### src/rtl/operand_skew_loader_if.sv
// ---------------------------------------------------------------------------
// operand_skew_loader_if
// Groups the control handshake, the global-buffer read port and the skewed
// operand output of one operand_skew_loader.
//   start/base_index/k_len : transfer request (base index and word count)
//   gb_index/gb_req        : read request to the global buffer
//   gb_data                : buffer read data, one cycle after gb_req
//   skew_out/skew_valid    : diagonal wavefront, one lane per PE row
//   busy/done              : transfer status and completion pulse
// The loader drives the buffer read port, so it takes the master modport.
// The surrounding system (buffer plus controller) takes the slave modport.
// ---------------------------------------------------------------------------
interface operand_skew_loader_if #(
  parameter int ARRAY_SIZE = 4,
  parameter int DATA_W     = 8,
  parameter int WORD_W     = 32,
  parameter int IDX_W      = 16
) ();
  logic                  start;
  logic [IDX_W-1:0]      base_index;
  logic [IDX_W-1:0]      k_len;
  logic [IDX_W-1:0]      gb_index;
  logic                  gb_req;
  logic [WORD_W-1:0]     gb_data;
  logic [WORD_W-1:0]     skew_out;
  logic [ARRAY_SIZE-1:0] skew_valid;
  logic                  busy;
  logic                  done;

  modport master (
    input  start, base_index, k_len, gb_data,
    output gb_index, gb_req, skew_out, skew_valid, busy, done
  );

  modport slave (
    output start, base_index, k_len, gb_data,
    input  gb_index, gb_req, skew_out, skew_valid, busy, done
  );
endinterface

### src/rtl/operand_skew_loader.sv
// ---------------------------------------------------------------------------
// operand_skew_loader
// Read-side consumer of a global buffer bank. A start request is registered
// and then streams K consecutive buffer words. Each word is split into
// ARRAY_SIZE byte lanes, and lane i is delayed by i cycles to form the
// diagonal wavefront that a systolic PE array edge expects.
// Ports:
//   clk   : system clock, rising edge
//   rst_n : asynchronous reset, active low
//   bus   : operand_skew_loader_if master modport (request, buffer read
//           port, skewed output, busy/done status)
// ---------------------------------------------------------------------------
module operand_skew_loader #(
  parameter int ARRAY_SIZE = 4,
  parameter int DATA_W     = 8,
  parameter int WORD_W     = 32,
  parameter int IDX_W      = 16
) (
  input  logic                  clk,
  input  logic                  rst_n,
  operand_skew_loader_if.master bus
);

  typedef enum logic [1:0] {IDLE, READ, DRAIN, FIN} state_e;

  state_e           state_q, state_d;
  logic             start_q, start_d;
  logic [IDX_W-1:0] base_q, base_d;
  logic [IDX_W-1:0] klen_q, klen_d;
  logic [IDX_W-1:0] idx_q, idx_d;
  logic [IDX_W-1:0] cnt_q, cnt_d;
  logic             req_valid_q;

  logic [WORD_W-1:0]     skew_out_w;
  logic [ARRAY_SIZE-1:0] skew_valid_w;

  // The request is registered at the sampling edge, and the FSM acts on it
  // one edge later. This puts the first read in cycle 1. A request that is
  // already pending is never re-captured, so holding start high cannot
  // launch a second transfer.
  // cnt_q counts the remaining reads in READ. In DRAIN it counts the
  // cycles until the last lane has emitted its final element.
  always_comb begin
    state_d = state_q;
    start_d = 1'b0;
    base_d  = base_q;
    klen_d  = klen_q;
    idx_d   = idx_q;
    cnt_d   = cnt_q;
    case (state_q)
      IDLE: begin
        if (start_q) begin
          if (klen_q != '0) begin
            state_d = READ;
            idx_d   = base_q;
            cnt_d   = klen_q;
          end else begin
            state_d = FIN;
          end
        end else if (bus.start) begin
          start_d = 1'b1;
          base_d  = bus.base_index;
          klen_d  = bus.k_len;
        end
      end
      READ: begin
        if (cnt_q == IDX_W'(1)) begin
          state_d = DRAIN;
          cnt_d   = IDX_W'(ARRAY_SIZE + 1);
        end else begin
          idx_d = idx_q + 1'b1;
          cnt_d = cnt_q - 1'b1;
        end
      end
      DRAIN: begin
        if (cnt_q == IDX_W'(1)) begin
          state_d = FIN;
        end else begin
          cnt_d = cnt_q - 1'b1;
        end
      end
      FIN: begin
        state_d = IDLE;
      end
      default: begin
        state_d = IDLE;
      end
    endcase
  end

  // Control registers. req_valid_q follows gb_req one cycle late, which
  // matches the buffer's single-cycle read latency.
  always_ff @(posedge clk or negedge rst_n) begin
    if (!rst_n) begin
      state_q     <= IDLE;
      start_q     <= 1'b0;
      base_q      <= '0;
      klen_q      <= '0;
      idx_q       <= '0;
      cnt_q       <= '0;
      req_valid_q <= 1'b0;
    end else begin
      state_q     <= state_d;
      start_q     <= start_d;
      base_q      <= base_d;
      klen_q      <= klen_d;
      idx_q       <= idx_d;
      cnt_q       <= cnt_d;
      req_valid_q <= (state_q == READ);
    end
  end

  // Lane i is a chain of i+1 registers. Stage 0 captures the buffer word
  // slice, and zero is loaded when no read data is arriving. A lane that is
  // not valid therefore outputs 0 without an extra output mux.
  for (genvar i = 0; i < ARRAY_SIZE; i++) begin : g_lane
    logic [DATA_W-1:0] data_q [0:i];
    logic [i:0]        vld_q;

    always_ff @(posedge clk or negedge rst_n) begin
      if (!rst_n) begin
        for (int j = 0; j <= i; j++) begin
          data_q[j] <= '0;
        end
        vld_q <= '0;
      end else begin
        data_q[0] <= req_valid_q ? bus.gb_data[i*DATA_W +: DATA_W] : '0;
        vld_q[0]  <= req_valid_q;
        for (int j = 1; j <= i; j++) begin
          data_q[j] <= data_q[j-1];
          vld_q[j]  <= vld_q[j-1];
        end
      end
    end

    assign skew_out_w[i*DATA_W +: DATA_W] = data_q[i];
    assign skew_valid_w[i]                = vld_q[i];
  end

  assign bus.gb_req     = (state_q == READ);
  assign bus.gb_index   = idx_q;
  assign bus.busy       = (state_q == READ) || (state_q == DRAIN);
  assign bus.done       = (state_q == FIN);
  assign bus.skew_out   = skew_out_w;
  assign bus.skew_valid = skew_valid_w;

endmodule

### src/flat_wrapper.sv
// flat-port wrapper written by rule: the top's interface ports become plain ports
module operand_skew_loader_flat 
#(
  parameter int ARRAY_SIZE = 4,
  parameter int DATA_W     = 8,
  parameter int WORD_W     = 32,
  parameter int IDX_W      = 16
)
  (clk, rst_n, bus_start, bus_base_index, bus_k_len, bus_gb_data, bus_gb_index, bus_gb_req, bus_skew_out, bus_skew_valid, bus_busy, bus_done);
  operand_skew_loader_if #(.ARRAY_SIZE(ARRAY_SIZE), .DATA_W(DATA_W), .WORD_W(WORD_W), .IDX_W(IDX_W)) bus_i ();
  input  logic clk;
  input  logic rst_n;
  input wire logic [$bits(bus_i.start)-1:0] bus_start;
  input wire logic [$bits(bus_i.base_index)-1:0] bus_base_index;
  input wire logic [$bits(bus_i.k_len)-1:0] bus_k_len;
  input wire logic [$bits(bus_i.gb_data)-1:0] bus_gb_data;
  output wire logic [$bits(bus_i.gb_index)-1:0] bus_gb_index;
  output wire logic [$bits(bus_i.gb_req)-1:0] bus_gb_req;
  output wire logic [$bits(bus_i.skew_out)-1:0] bus_skew_out;
  output wire logic [$bits(bus_i.skew_valid)-1:0] bus_skew_valid;
  output wire logic [$bits(bus_i.busy)-1:0] bus_busy;
  output wire logic [$bits(bus_i.done)-1:0] bus_done;
  assign bus_i.start = bus_start;
  assign bus_i.base_index = bus_base_index;
  assign bus_i.k_len = bus_k_len;
  assign bus_i.gb_data = bus_gb_data;
  assign bus_gb_index = bus_i.gb_index;
  assign bus_gb_req = bus_i.gb_req;
  assign bus_skew_out = bus_i.skew_out;
  assign bus_skew_valid = bus_i.skew_valid;
  assign bus_busy = bus_i.busy;
  assign bus_done = bus_i.done;
  operand_skew_loader #(.ARRAY_SIZE(ARRAY_SIZE), .DATA_W(DATA_W), .WORD_W(WORD_W), .IDX_W(IDX_W)) u_core (.clk(clk), .rst_n(rst_n), .bus(bus_i));
endmodule
### config.mk
export PLATFORM = sky130hd
export DESIGN_NAME = operand_skew_loader_flat
export DESIGN_NICKNAME = d
export VERILOG_FILES = /design/src/rtl/operand_skew_loader_if.sv /design/src/rtl/operand_skew_loader.sv /design/src/flat_wrapper.sv
export SDC_FILE = /design/constraint.sdc
export NUM_CORES = 1
export LEC_CHECK = 0
export CORE_ASPECT_RATIO = 1.75
export CORE_MARGIN = 5
export CORE_UTILIZATION = 40
export DETAILED_ROUTE_END_ITERATION = 12
export DONT_BUFFER_PORTS = 1
export GPL_TIMING_DRIVEN = 0
export PLACE_DENSITY = 0.62
export SETUP_SLACK_MARGIN = 0.3
export SLEW_MARGIN = 20
export SYNTH_ARGS = -nofsm -noshare
export SYNTH_HDL_FRONTEND = slang
export SYNTH_SLANG_ARGS = --single-unit
### constraint.sdc
create_clock -name clk -period 2.5 [get_ports clk]
set_clock_uncertainty 0.15 [all_clocks]
set_input_delay 0.375 -clock clk [delete_from_list [all_inputs] [get_ports clk]]
set_output_delay 0.375 -clock clk [all_outputs]
set_load 0.005 [all_outputs]
==> impl_metrics.env <==
export IMPL_status="finished, violations left"
export IMPL_failed_checks="hold timing"
export IMPL_num_rows=60
export IMPL_synthFlopType="dfrtp_1"
export IMPL_clkSinkCount=152
export IMPL_ys_warnings_count=0
export IMPL_worstSetupStartpointType="flop"
export IMPL_grt_pass1_vias=4776
export IMPL_vias_per_cell=5.48
export IMPL_final_cell_mix="dfrtp_1, buf_4, dlygate4sd3_1"
export IMPL_met1_usage_pct=19.2
export IMPL_critPathCaptureType="flop"
export IMPL_p_leak_nw=3.78
export IMPL_synth_area_leader_cell="dfrtp_1"
export IMPL_dp_hpwl_um=10800
export IMPL_die_w_um=104
export IMPL_drc=0
export IMPL_clkLatencyLatePin_ps=420
export IMPL_async_flop_share_pct=100
export IMPL_antenna_found_initial=0
export IMPL_cp_arrival_ps=2450
export IMPL_finalInstanceArea_sq_mm=0.00834
export IMPL_finalCritPeriodShare_pct=92.0
export IMPL_multi_input_area_sq_mm=0.00239
export IMPL_peakVddDrop_mv=0.607
export IMPL_die_area_sq_mm=0.0182
export IMPL_finalNetCount=695
export IMPL_path_class="reg -> reg"
export IMPL_syn_area_per_cell_sq_um=12.4
export IMPL_cts_tree="built"
export IMPL_hold_ws_ps=-521
export IMPL_ctsHoldBuffers=64
export IMPL_slew_headroom_pct=56.7
export IMPL_cts_htree_levels=4
export IMPL_rsz0062_at_grt="true"
export IMPL_synth_cells=500
export IMPL_clock_path_buffers=2
export IMPL_die_y_um=175
export IMPL_drtIter0Drc=251
export IMPL_finalMaxSlewViolations=0
export IMPL_cts_root_buf="clkbuf_16"
export IMPL_max_cap_violations=0
export IMPL_placement_cell_area_sq_mm=0.00646
export IMPL_path_clk_slew_ps=70
export IMPL_layout_commonest_cell="dfrtp_1"
export IMPL_ant_nets=0
export IMPL_initial_utilization_pct=40.6
export IMPL_synth_area_top_cells="dfrtp_1, mux2_2, and2_1, buf_4, nand3_1"
export IMPL_num_vias=4495
export IMPL_final_util_pct=54.4
export IMPL_fill_cells=1309
export IMPL_grt_busiest_layer="met2"
export IMPL_synth_edf_count=0
export IMPL_grt_pass1_wl_um=25800
export IMPL_wirelength_um=16400
export IMPL_grtUsageTotal_pct=18.1
export IMPL_drive_above_1_share_pct=31.9
export IMPL_met3_usage_pct=4.21
export IMPL_ys_ff_latch=152
export IMPL_drt_first_pass_iters=5
export IMPL_regArea_sq_mm=0.00381
export IMPL_cts_buffers=17
export IMPL_area_growth_pct=34.2
export IMPL_synth_net_count=574
export IMPL_io_buffers=0
export IMPL_yosys_area_top_type_share_pct=61.2
export IMPL_grt_max_degree=153
export IMPL_worst_slew_pin_slew_ps=646
export IMPL_fmax_ghz=0.435
export IMPL_crit_fanout=5
export IMPL_hold_violations=152
export IMPL_diodes=0
export IMPL_boundaryPins=122
export IMPL_gr_usage_met2_pct=33.0
export IMPL_cellPowerDensity_mw_per_mm2=1280
export IMPL_grt_ovfl_total=0
export IMPL_syn_cell_area_sq_mm=0.00621
export IMPL_wl_per_cell_um=20.0
export IMPL_core_sq_mm=0.0153
export IMPL_gp_congestion=0.942
export IMPL_period_needed_ps=2300
export IMPL_required_ps=2650
export IMPL_yosysUniqueCellTypes=62
export IMPL_ys_seq_area_share_pct=61.2
export IMPL_setup_viol=0
export IMPL_worstHoldPathType="in -> async"
## per-stage QoR
step	power, mW	setup WS (ps)	hold slack [ps]	setup TNS [ps]	instances
6_report	10.7	200	-521	0	820
2_1_floorplan	6.04	298	-70.6	0	500
3_3_place_gp	6.88	-392	-66.7	-4710	686
5_1_grt	11.3	157	-534	0	820
3_5_place_dp	6.98	-396	-66.3	-6000	686
4_1_cts	10.3	217	-529	0	803
## cells in the mapped netlist (all sizes together) (8+ instances only)
master,instances
mux2,32
o21ai,16
dfrtp,152
a21oi,11
o2bb2ai,9
nor2,17
clkbuf,11
nand3,21
and2,34
inv,13
nor4,8
buf,33
nand2,25
and3,8
nor3,15
## worst max-delay path, stage by stage (launching register included)
cell     delay (ps)
dfrtp_1         370
buf_6           130
or4_4           480
buf_6           140
nor4_4          360
nor3_4          120
a22o_1          240
a22o_1          210
## power breakdown
group | internal (mW) | total, mW | leakage, nW | switching [mW]
Clock | 1.52 | 2.64 | 0.300 | 1.12
Combinational | 2.03 | 4.03 | 1.51 | 2.00
Sequential | 3.27 | 4.03 | 1.97 | 0.763
Total | 6.82 | 10.7 | 3.78 | 3.89
## what timing repair did
item,CTS,global route
buffers inserted,21,15
endpoints found under the setup margin,64,62
pin swaps,22,12
hold endpoints to repair,216,152
gates resized for setup,56,36
cloned,0,2
## cells by family after synthesis
family | count (synthesis) | share of synthesized area [%]
AO/OA/AOI/OAI | 92 | 11.1
adder cells (fa/ha/maj) | 7 | 1.41
buffers and inverters | 57 | 5.13
flip-flops | 152 | 61.2
multiplexers | 36 | 6.50
AND/OR/NAND/NOR | 156 | 14.7
## cell type report
| type | instances | area share, % |
|---|---|---|
| timing repair buffer | 101 | 11.0 |
| clock inverter | 14 | 2.15 |
| inverter | 13 | 0.585 |
| multi-input combinational | 292 | 28.6 |
| clock buffer | 18 | 5.15 |
| tap | 186 | 2.79 |
| buffer | 44 | 4.01 |
| sequential | 152 | 45.7 |
## final timing paths
kind | endpoint | startpoint | cells past startpoint | slack (ps)
worst max-delay path | u_core.cnt_q[11]$_DFFE_PN0P_ | u_core.cnt_q[7]$_DFFE_PN0P_ | 7 | 200
worst min-delay path | u_core.bus.skew_out[28]$_DFF_PN0_ | rst_n | 0 | -520
worst max register to register | u_core.cnt_q[11]$_DFFE_PN0P_ | u_core.cnt_q[7]$_DFFE_PN0P_ | 7 | 200
worst min register to register | u_core.bus.skew_out[19]$_DFF_PN0_ | u_core.g_lane[2].data_q[11]$_DFF_PN0_ | 0 | 190
max in group asynchronous | u_core.cnt_q[11]$_DFFE_PN0P_ | rst_n | 0 | 2500
min in group clk | u_core.base_q[7]$_DFFE_PN0P_ | bus_start | 2 | 120
## registers in the layout, indices dropped and copies added (netlist names)
name / flops
u_core.state_q: 2
u_core.bus.skew_out: 24
u_core.g_lane.vld_q: 4
u_core.klen_q: 16
u_core.g_lane.data_q: 56
u_core.req_valid_q: 1
u_core.bus.gb_index: 16
u_core.base_q: 16
u_core.start_q: 1
u_core.cnt_q: 16
## layer usage
metal  part of all wire (%)  wire (um)
met1                     35       5730
met2                     57       9260
met3                    5.2        845
met4                    3.3        532
met5                      0          0
Note: power is estimated with default switching activity, not from simulation.
